`config.mk`:
```
export PLATFORM = sky130hd
export DESIGN_NAME = cpu_sequencer
export DESIGN_NICKNAME = d
export VERILOG_FILES = /design/src/rtl/cpu_pkg.sv /design/src/rtl/fetch_timeout_counter.sv /design/src/rtl/cpu_sequencer.sv
export SDC_FILE = /design/constraint.sdc
export NUM_CORES = 1
export LEC_CHECK = 0
export CAP_MARGIN = 40
export CORE_MARGIN = 1
export CORE_UTILIZATION = 50
export CTS_CLUSTER_SIZE = 25
export DETAILED_ROUTE_END_ITERATION = 8
export GPL_ROUTABILITY_DRIVEN = 0
export MAX_ROUTING_LAYER = met4
export PLACE_DENSITY_LB_ADDON = 0.08
export SLEW_MARGIN = 20
export SYNTH_ARGS = -nofsm -noshare
export SYNTH_HDL_FRONTEND = slang
export SYNTH_SLANG_ARGS = --single-unit
```
`constraint.sdc`:
```
create_clock -name clk -period 2.5 [get_ports clk]
set_clock_uncertainty 0.1 [all_clocks]
set_input_delay 0.5 -clock clk [delete_from_list [all_inputs] [get_ports clk]]
set_output_delay 0.5 -clock clk [all_outputs]
set_load 0.05 [all_outputs]
```
`src/rtl/cpu_pkg.sv`:
```
// Shared definitions for the 6-bit core sequencer.
// Contents:
//   - FSM state encodings (IDLE, FETCH, DECODE, EXEC, HALT)
//   - instruction class constants and field positions
//   - decode_cls(): maps an instruction word to its execution class
//   - instr_reg():  extracts the register field of an instruction word
package cpu_pkg;

    // FSM state encodings
    localparam logic [2:0] ST_IDLE   = 3'd0;
    localparam logic [2:0] ST_FETCH  = 3'd1;
    localparam logic [2:0] ST_DECODE = 3'd2;
    localparam logic [2:0] ST_EXEC   = 3'd3;
    localparam logic [2:0] ST_HALT   = 3'd4;

    // Instruction group values selecting the execution class
    localparam logic [3:0] CLS_ALU_MAX = 4'd6;
    localparam logic [3:0] CLS_STORE   = 4'd7;
    localparam logic [3:0] CLS_HALT    = 4'd15;

    // Instruction field positions
    localparam int unsigned INSTR_GRP_MSB = 5;
    localparam int unsigned INSTR_GRP_LSB = 2;
    localparam int unsigned INSTR_REG_MSB = 1;
    localparam int unsigned INSTR_REG_LSB = 0;

    // Width of the fetch timeout counter; holds ACK_TIMEOUT up to 255
    localparam int unsigned TMO_WIDTH = 8;

    typedef enum logic [1:0] {
        ClsAlu,
        ClsStore,
        ClsNop,
        ClsHalt
    } instr_cls_e;

    function automatic instr_cls_e decode_cls(input logic [5:0] instr);
        logic [3:0] grp;
        grp = instr[INSTR_GRP_MSB:INSTR_GRP_LSB];
        if (grp <= CLS_ALU_MAX) begin
            return ClsAlu;
        end else if (grp == CLS_STORE) begin
            return ClsStore;
        end else if (grp == CLS_HALT) begin
            return ClsHalt;
        end
        return ClsNop;
    endfunction

    function automatic logic [1:0] instr_reg(input logic [5:0] instr);
        return instr[INSTR_REG_MSB:INSTR_REG_LSB];
    endfunction

endpackage

```
`src/rtl/fetch_timeout_counter.sv`:
```
// Loadable up-counter with clear/enable and an expiry flag, used to bound
// bus handshake waits.
// Ports:
//   clk, rst_n   clock, asynchronous active-low reset
//   clr_i        clear count to zero (highest priority)
//   en_i         increment by one
//   load_i       load load_val_i (priority below clear, above enable)
//   load_val_i   value to load
//   limit_i      expiry limit
//   expired_o    high in an enabled cycle whose increment reaches limit_i,
//                so the owner can react in that same cycle
module fetch_timeout_counter #(
    parameter int unsigned Width = 8
) (
    input  logic             clk,
    input  logic             rst_n,
    input  logic             clr_i,
    input  logic             en_i,
    input  logic             load_i,
    input  logic [Width-1:0] load_val_i,
    input  logic [Width-1:0] limit_i,
    output logic             expired_o
);

    logic [Width-1:0] count_q, count_d;
    logic [Width-1:0] count_inc;

    assign count_inc = count_q + Width'(1);

    always_comb begin
        count_d = count_q;
        if (clr_i) begin
            count_d = '0;
        end else if (load_i) begin
            count_d = load_val_i;
        end else if (en_i) begin
            count_d = count_inc;
        end
    end

    assign expired_o = en_i && !clr_i && !load_i && (count_inc == limit_i);

    always_ff @(posedge clk or negedge rst_n) begin
        if (!rst_n) begin
            count_q <= '0;
        end else begin
            count_q <= count_d;
        end
    end

endmodule

```
`src/rtl/cpu_sequencer.sv`:
```
// Fetch/decode/execute controller for the 6-bit core. Owns the program
// counter, fetches over a req/ack handshake, holds the instruction register
// and emits one-cycle commit strobes in EXEC.
// Ports:
//   clk, rst_n        clock, asynchronous active-low reset
//   run_i             level: execute continuously
//   step_i            pulse: execute one instruction (honoured only in IDLE)
//   imem_req_o        fetch request (high exactly while in FETCH)
//   imem_addr_o       fetch address (= pc)
//   imem_rdata_i      instruction word, valid with imem_ack_i
//   imem_ack_i        fetch acknowledge
//   instr_o           instruction register
//   aku_strobe_o      accumulator commit pulse (ALU class, EXEC only)
//   reg_we_strobe_o   register-file write qualifier (store class, EXEC only)
//   pc_o              program counter
//   busy_o            high in FETCH/DECODE/EXEC
//   halted_o          high in HALT
//   fault_o           sticky fetch-timeout flag
module cpu_sequencer #(
    parameter int unsigned         PC_WIDTH    = 8,
    parameter int unsigned         ACK_TIMEOUT = 15,
    parameter logic [PC_WIDTH-1:0] RESET_PC    = '0
) (
    input  logic                clk,
    input  logic                rst_n,
    input  logic                run_i,
    input  logic                step_i,
    output logic                imem_req_o,
    output logic [PC_WIDTH-1:0] imem_addr_o,
    input  logic [5:0]          imem_rdata_i,
    input  logic                imem_ack_i,
    output logic [5:0]          instr_o,
    output logic                aku_strobe_o,
    output logic                reg_we_strobe_o,
    output logic [PC_WIDTH-1:0] pc_o,
    output logic                busy_o,
    output logic                halted_o,
    output logic                fault_o
);

    import cpu_pkg::*;

    logic [2:0]          state_q, state_d;
    logic [PC_WIDTH-1:0] pc_q, pc_d;
    logic [5:0]          instr_q, instr_d;
    logic                fault_q, fault_d;

    logic       in_fetch;
    logic       tmo_expired;
    instr_cls_e cls;

    assign in_fetch = (state_q == ST_FETCH);
    assign cls      = decode_cls(instr_q);

    // Counts wait cycles of the current fetch; cleared outside FETCH and on ack.
    fetch_timeout_counter #(
        .Width(TMO_WIDTH)
    ) u_fetch_timeout_counter (
        .clk       (clk),
        .rst_n     (rst_n),
        .clr_i     (!in_fetch || imem_ack_i),
        .en_i      (in_fetch && !imem_ack_i),
        .load_i    (1'b0),
        .load_val_i('0),
        .limit_i   (TMO_WIDTH'(ACK_TIMEOUT)),
        .expired_o (tmo_expired)
    );

    always_comb begin
        state_d = state_q;
        pc_d    = pc_q;
        instr_d = instr_q;
        fault_d = fault_q;
        case (state_q)
            ST_IDLE: begin
                if (run_i || step_i) begin
                    state_d = ST_FETCH;
                end
            end
            ST_FETCH: begin
                if (imem_ack_i) begin
                    instr_d = imem_rdata_i;
                    pc_d    = pc_q + PC_WIDTH'(1);
                    state_d = ST_DECODE;
                end else if (tmo_expired) begin
                    fault_d = 1'b1;
                    state_d = ST_HALT;
                end
            end
            ST_DECODE: begin
                state_d = ST_EXEC;
            end
            ST_EXEC: begin
                if (cls == ClsHalt) begin
                    state_d = ST_HALT;
                end else if (run_i) begin
                    state_d = ST_FETCH;
                end else begin
                    state_d = ST_IDLE;
                end
            end
            ST_HALT: begin
                state_d = ST_HALT;
            end
            default: begin
                state_d = ST_IDLE;
            end
        endcase
    end

    always_ff @(posedge clk or negedge rst_n) begin
        if (!rst_n) begin
            state_q <= ST_IDLE;
            pc_q    <= RESET_PC;
            instr_q <= 6'b0;
            fault_q <= 1'b0;
        end else begin
            state_q <= state_d;
            pc_q    <= pc_d;
            instr_q <= instr_d;
            fault_q <= fault_d;
        end
    end

    // Outputs are decoded from registered state only, so reset drops req at once.
    assign imem_req_o      = in_fetch;
    assign imem_addr_o     = pc_q;
    assign instr_o         = instr_q;
    assign pc_o            = pc_q;
    assign aku_strobe_o    = (state_q == ST_EXEC) && (cls == ClsAlu);
    assign reg_we_strobe_o = (state_q == ST_EXEC) && (cls == ClsStore);
    assign busy_o          = (state_q == ST_FETCH) || (state_q == ST_DECODE)
                          || (state_q == ST_EXEC);
    assign halted_o        = (state_q == ST_HALT);
    assign fault_o         = fault_q;

endmodule

```
# Word level (Yosys, flattened, before mapping)
# Cells that the tools add are included.
[word_totals] regBits=26 inputBits=11 output_inout_bits=28 wordCells=53
[op_classes] addsub=2 order_cmp=1 n_eq_ne=11 mux=15 bitwise=1 n_reduce_logical=18
[op_table] op="adder 8 x 1 -> 8 bit, second input constant" n=2
[op_table] op="2-to-1 mux 8 bit" n=2
[op_table] op="case mux 3 bit (5 select lines)" n=1
[op_table] op="2-to-1 mux 3 bit" n=4
[op_table] op="== test 8 x 4 -> 1 bit, second input constant" n=1
[op_table] op="2-to-1 mux 2 bit" n=4
[op_table] op="== test 3 x 2 -> 1 bit, second input constant" n=2
[op_table] op="logical AND 1 bit" n=5
[op_table] op="== test 4 x 3 -> 1 bit, second input constant" n=1
[op_table] op="== test 4 bit, second input constant" n=1
[op_table] op="<= comparator 4 x 3 -> 1 bit, second input constant" n=1
[op_table] op="logical OR 1 bit" n=4
[op_table] op="2-to-1 mux 1 bit" n=4
[op_table] op="AND reduction 2 bit" n=2
[op_table] op="== test 3 x 1 -> 1 bit, second input constant" n=1
[op_table] op="== test 3 bit, second input constant" n=1
[op_table] op="logical NOT 1 bit" n=3
[op_table] op="logical NOT 3 bit" n=1
[op_table] op="!= test 3 x 2 -> 1 bit, second input constant" n=1
[op_table] op="AND reduction 3 bit" n=1
[op_table] op="== test 2 x 1 -> 1 bit, second input constant" n=1
[op_table] op="== test 2 bit, second input constant" n=1
[op_table] op="logical NOT 2 bit" n=1
[op_table] op="!= test 2 bit, second input constant" n=1
[op_table] op="other kinds (2)" n=2

# Longest topological paths before layout
[depth] word_depth=9 ltp_mapped=6 depth_no_buf=6

# Modules after synthesis
# A second synthesis with hierarchy kept.
[hier_totals] hier_cells=172 area_unflattened_um2=1619.1
[by_module_without_submodules] module="cpu_sequencer" instances=1 cells_each=92 area_per_inst_um2=923.4 seq_area_each_um2=450.4
[by_module_without_submodules] module="fetch_timeout_counter" instances=1 cells_each=80 area_per_inst_um2=695.7 seq_area_each_um2=200.2

# Worst setup path before layout
# No wires, ideal clock.
[synth_timing] path_type="reg-to-output" from="register instr_q[4], in the netlist instr_o[4]" to="output port aku_strobe_o" t_arrival_ns=1.517 required_ns=1.900 path_slack_ns=0.383 path_stages_with_launch=3 path_buffers=0 cell_sequence="dfrtp_1 and3_1 nor2_1"
[synth_via] elab_chain_len=7 elab_cells_between_ends=11 cone_classes="order compare (1); eq/ne (2); mux (6); reduce/logical (2)"
[synth_lines] element="start, declared" line_no="cpu_sequencer.sv:45" rtl="logic [5:0] instr_q, instr_d;"
[synth_lines] element="start signal, assigned" line_no="cpu_sequencer.sv:120" rtl="instr_q <= instr_d;"
[synth_lines] element="== test 4 bit" line_no="cpu_pkg.sv:44" rtl="end else if (grp == CLS_HALT) begin"
[synth_lines] element="2-to-1 mux 1 bit" line_no="cpu_pkg.sv:44"
[synth_lines] element="2-to-1 mux 1 bit" line_no="cpu_pkg.sv:42" rtl="end else if (grp == CLS_STORE) begin"
[synth_lines] element="2-to-1 mux 1 bit" line_no="cpu_pkg.sv:40" rtl="if (grp <= CLS_ALU_MAX) begin"
[synth_lines] element="2-to-1 mux 2 bit (*)" line_no="cpu_pkg.sv:47" rtl="return ClsNop;"
[synth_lines] element="logical NOT 2 bit (*)" line_no="cpu_sequencer.sv:130" rtl="assign aku_strobe_o = (state_q == ST_EXEC) && (cls == ClsAlu);"
[synth_lines] element="logical AND 1 bit (*)" line_no="cpu_sequencer.sv:130"
[synth_lines] element="end, declared" line_no="cpu_sequencer.sv:33" rtl="output logic aku_strobe_o,"
# Every way passes the cells marked *; elsewhere a longest branch is shown, timed or not.

# Worst setup path in the final report
[layout_timing] from="register state_q[1]" to="output port busy_o"
[layout_via] elab_chain_len=3 elab_cells_between_ends=5 cone_classes="eq/ne (3); reduce/logical (2)"
[layout_lines] element="start, declared" line_no="cpu_sequencer.sv:43" rtl="logic [2:0] state_q, state_d;"
[layout_lines] element="start signal, assigned" line_no="cpu_sequencer.sv:118" rtl="state_q <= state_d;"
[layout_lines] element="== test 3 x 1 -> 1 bit / == test 3 x 2 -> 1 bit (equally long branches)" line_no="cpu_sequencer.sv:132" rtl="assign busy_o = (state_q == ST_FETCH) || (state_q == ST_DECODE)"
[layout_lines] element="logical OR 1 bit" line_no="cpu_sequencer.sv:132"
[layout_lines] element="logical OR 1 bit (*)" line_no="cpu_sequencer.sv:133" rtl="|| (state_q == ST_EXEC);"
[layout_lines] element="end, declared" line_no="cpu_sequencer.sv:36" rtl="output logic busy_o,"
# Marked as above.

==> metrics.md <==
| Metric | Value |
|---|---|
| Compound-gate portion of the synthesized area | `under 10%` |
| Setup TNS | `0 ps` |
| Critical path class | `reg2out` |
| Post-Synth XOR/XNOR Area | `roughly 7.3%` |
| Hold Violations, Final | `0` |
| Final core occ | `approximately two thirds` |
| Core Box Area | `around 2500 um2` |
| Synth top area cells | `dfrtp_1 50%, mux2_2 6.9%, xnor2_1 5.3%` |
| Max_slew headroom | `about two thirds` |
| Actual slew at the worst max-slew pin | `between 500 and 600 ps` |
| Post-synth ARST share | `100%` |
| Clk sinks | `26` |
| Layout cells sized above 1 | `13.2%` |
| Drt pass-1 iters | `4` |
| Synth unique cells | `31` |
| Synth Flop Type | `dfrtp_1` |
| Post-synthesis simple-gate area fraction | `between 20% and 30%` |
| Initial Util | `53.0%` |
| Residual DRC count | `0` |
| Io pins | `39` |
| Largest net degree at the start of global routing | `27` |
| Largest family of logic cells by synthesized area | `simple AND/OR/NAND/NOR gates` |
| Most common cell in the netlist | `dfrtp_1` |
| Seq/Total Area, Yosys | `around half` |
| Clock-pin slew on the worst setup and hold paths | `about 120 ps` |
| Register bit count reported by yosys | `26` |
| Rows | `18` |
| Routed Antenna Nets | `0` |
| Die height | `53.2 um` |
| First-pass GRT wire length | `~3800 um` |
| Max_cap viols | `0` |
| Top cell type's share of synthesized area | `49.6%` |
| Top cells by count, synth | `26 x dfrtp_1, 13 x nor2_1, 9 x buf_4` |
| CP max FO | `7` |
| Post-synthesis mux area share | `between 6 and 7%` |
| Max-slew violations | `0` |
| Status | `finished clean` |
| Adder-Cell Fraction of Synth Area | `under 10%` |
| Antenna Cells | `0` |
| Overflow after GRT | `0` |
| # setup viols final | `0` |
| GR Util All Layers | `roughly a fifth` |
| RSZ-0062 raised after global routing | `false` |
| Ys Warns | `0` |
| Die X | `between 50 and 60 um` |
| Post-DP HPWL | `about 1800 um` |
| Via density | `approximately 5.2` |
| CP endpoint kind | `output pin` |
| Clock tree buffer depth | `2` |
| Post-synth top area cell | `dfrtp_1` |
| Arr. time, crit path | `approximately 1800 ps` |
| Power per cell area | `around 1200 nW/um2` |
| Max Freq | `roughly 0.42 GHz` |
| Post-synth design cell area | `roughly 1300 um2` |
| Nets@finish | `about 170` |
| Initial antenna violation count | `0` |
| Die area | `approximately 2800 um2` |
| CP required | `~1900 ps` |
| Wire length per cell | `13.5 um` |
| Number of port buffers | `38` |
| Mean Syn Cell Area | `10.9 um2` |
| Detailed Route Iter0 Violations | `16` |
| Post-synth EDFFs | `0` |
| Post-CTS setup buffers | `0` |
| Vias in the first global route | `858` |
| CTS buffer count | `3` |
| Worst setup SP type | `flop` |
| Cells after Synth | `between 100 and 150` |
| H-tree depth | `1` |
| Hold WS | `382 ps` |
| Area grow syn2layout | `28.1%` |
| Worst VDD drop | `around 1100 uV` |
| TritonCTS clock tree | `built` |
| Min Tclk post-route | `around 2400 ps` |
| Tcrit/Tclk final | `96.2%` |
| Syn nets | `about 130` |
| Clock Latency Late Sink | `300 ps` |
| HP Class | `reg2reg` |
| Root buffer cell | `clkbuf_4` |
| P_leak | `between 0.7 and 0.8 nW` |
| Drt total wl | `2460 um` |
| Routed via count | `950` |
## logic make-up after synthesis
family,Yosys count
muxes,8
buffers and inverters,13
and+or+nand+nor,46
adders and majority gates,3
AOI/OAI and AO/OA,13
xor gates and xnor gates,11
DFF,26
## through the flow
step                      setup slack [ps]  instances  total power [mW]  area (um2)
after floorplan                        383        120              1.58        1310
after global placement                 362        179              1.90        1660
after detailed placement               349        179              1.93        1660
after CTS                             65.9        182              2.09        1680
after global routing                 0.408        182              2.17        1680
final                                 94.2        182              2.07        1680
## where the power goes
| part | internal [mW] | switching [mW] | total, mW |
|---|---|---|---|
| combinational | 0.432 | 0.785 | 1.22 |
| sequential | 0.539 | 0.152 | 0.691 |
| clock | 0.0562 | 0.111 | 0.167 |
## sequential cells by signal (all words and copies together) (netlist names)
register,flops
imem_addr_o,8
fault_o,1
u_fetch_timeout_counter.count_q,8
instr_o,6
state_q,3
## layout make-up
class | instances | area (um2)
fill | 190 | 796
sequential | 26 | 651
multi-input combinational | 81 | 579
timing repair buffer | 39 | 380
tap | 30 | 37.5
clock buffer | 3 | 22.5
inverter | 3 | 11.3
## critical path, stage by stage, from the launching register on
cell and delay (ps):
dfrtp_1 510, nor2_1 100, nor2_1 90, clkdlybuf4s50_1 800
## per-layer routing
metal	share of wire [%]	track usage (%)	vias to the layer above
met5	0	-	-
met4	0.77	7.89	0
met3	3.5	2.59	2
met2	47	30.6	22
met1	49	25.3	458
li1	-	-	468
## timing repair
action	4_1_cts	5_1_grt
gates resized for setup	2	0
endpoints found under the setup margin	2	0
endpoints found under the hold margin	0	0
hold buffers	0	0
## final timing paths
kind,slack [ps],start,to,cells past startpoint
worst max-delay path,90,state_q[1],busy_o,3
worst min-delay path,380,fault_o,fault_o,1
worst max register to register,540,u_fetch_timeout_counter.count_q[0],state_q[0],6
worst min register to register,380,fault_o,fault_o,1
max in group asynchronous,1610,rst_n,fault_o,2
min in group asynchronous,440,rst_n,imem_addr_o[5],2
## cells in the final DEF (no fill, tap or decap)
cell and count:
nand3b_1 1, and4_4 1, dfrtp_1 26, o21bai_1 2
mux2_2 8, ha_1 3, and3_1 2, nor2_1 13
a21oi_1 2, nand2b_1 3, buf_4 3, and2_4 1
dlygate4sd2_1 2, nor4_2 1, a41oi_1 1, xor2_1 3
xnor2_1 8, nand3_2 2, nand4_1 2, nor2b_1 1
and2_1 3, nor3_1 3, o21a_1 4, nand3_1 5
nor3b_4 1, nand2_1 7, a41o_1 1, clkdlybuf4s50_1 34
inv_1 3, o21ai_0 1, o22ai_1 1, a21boi_0 1
clkbuf_4 3
(Power assumes the default switching activity.)
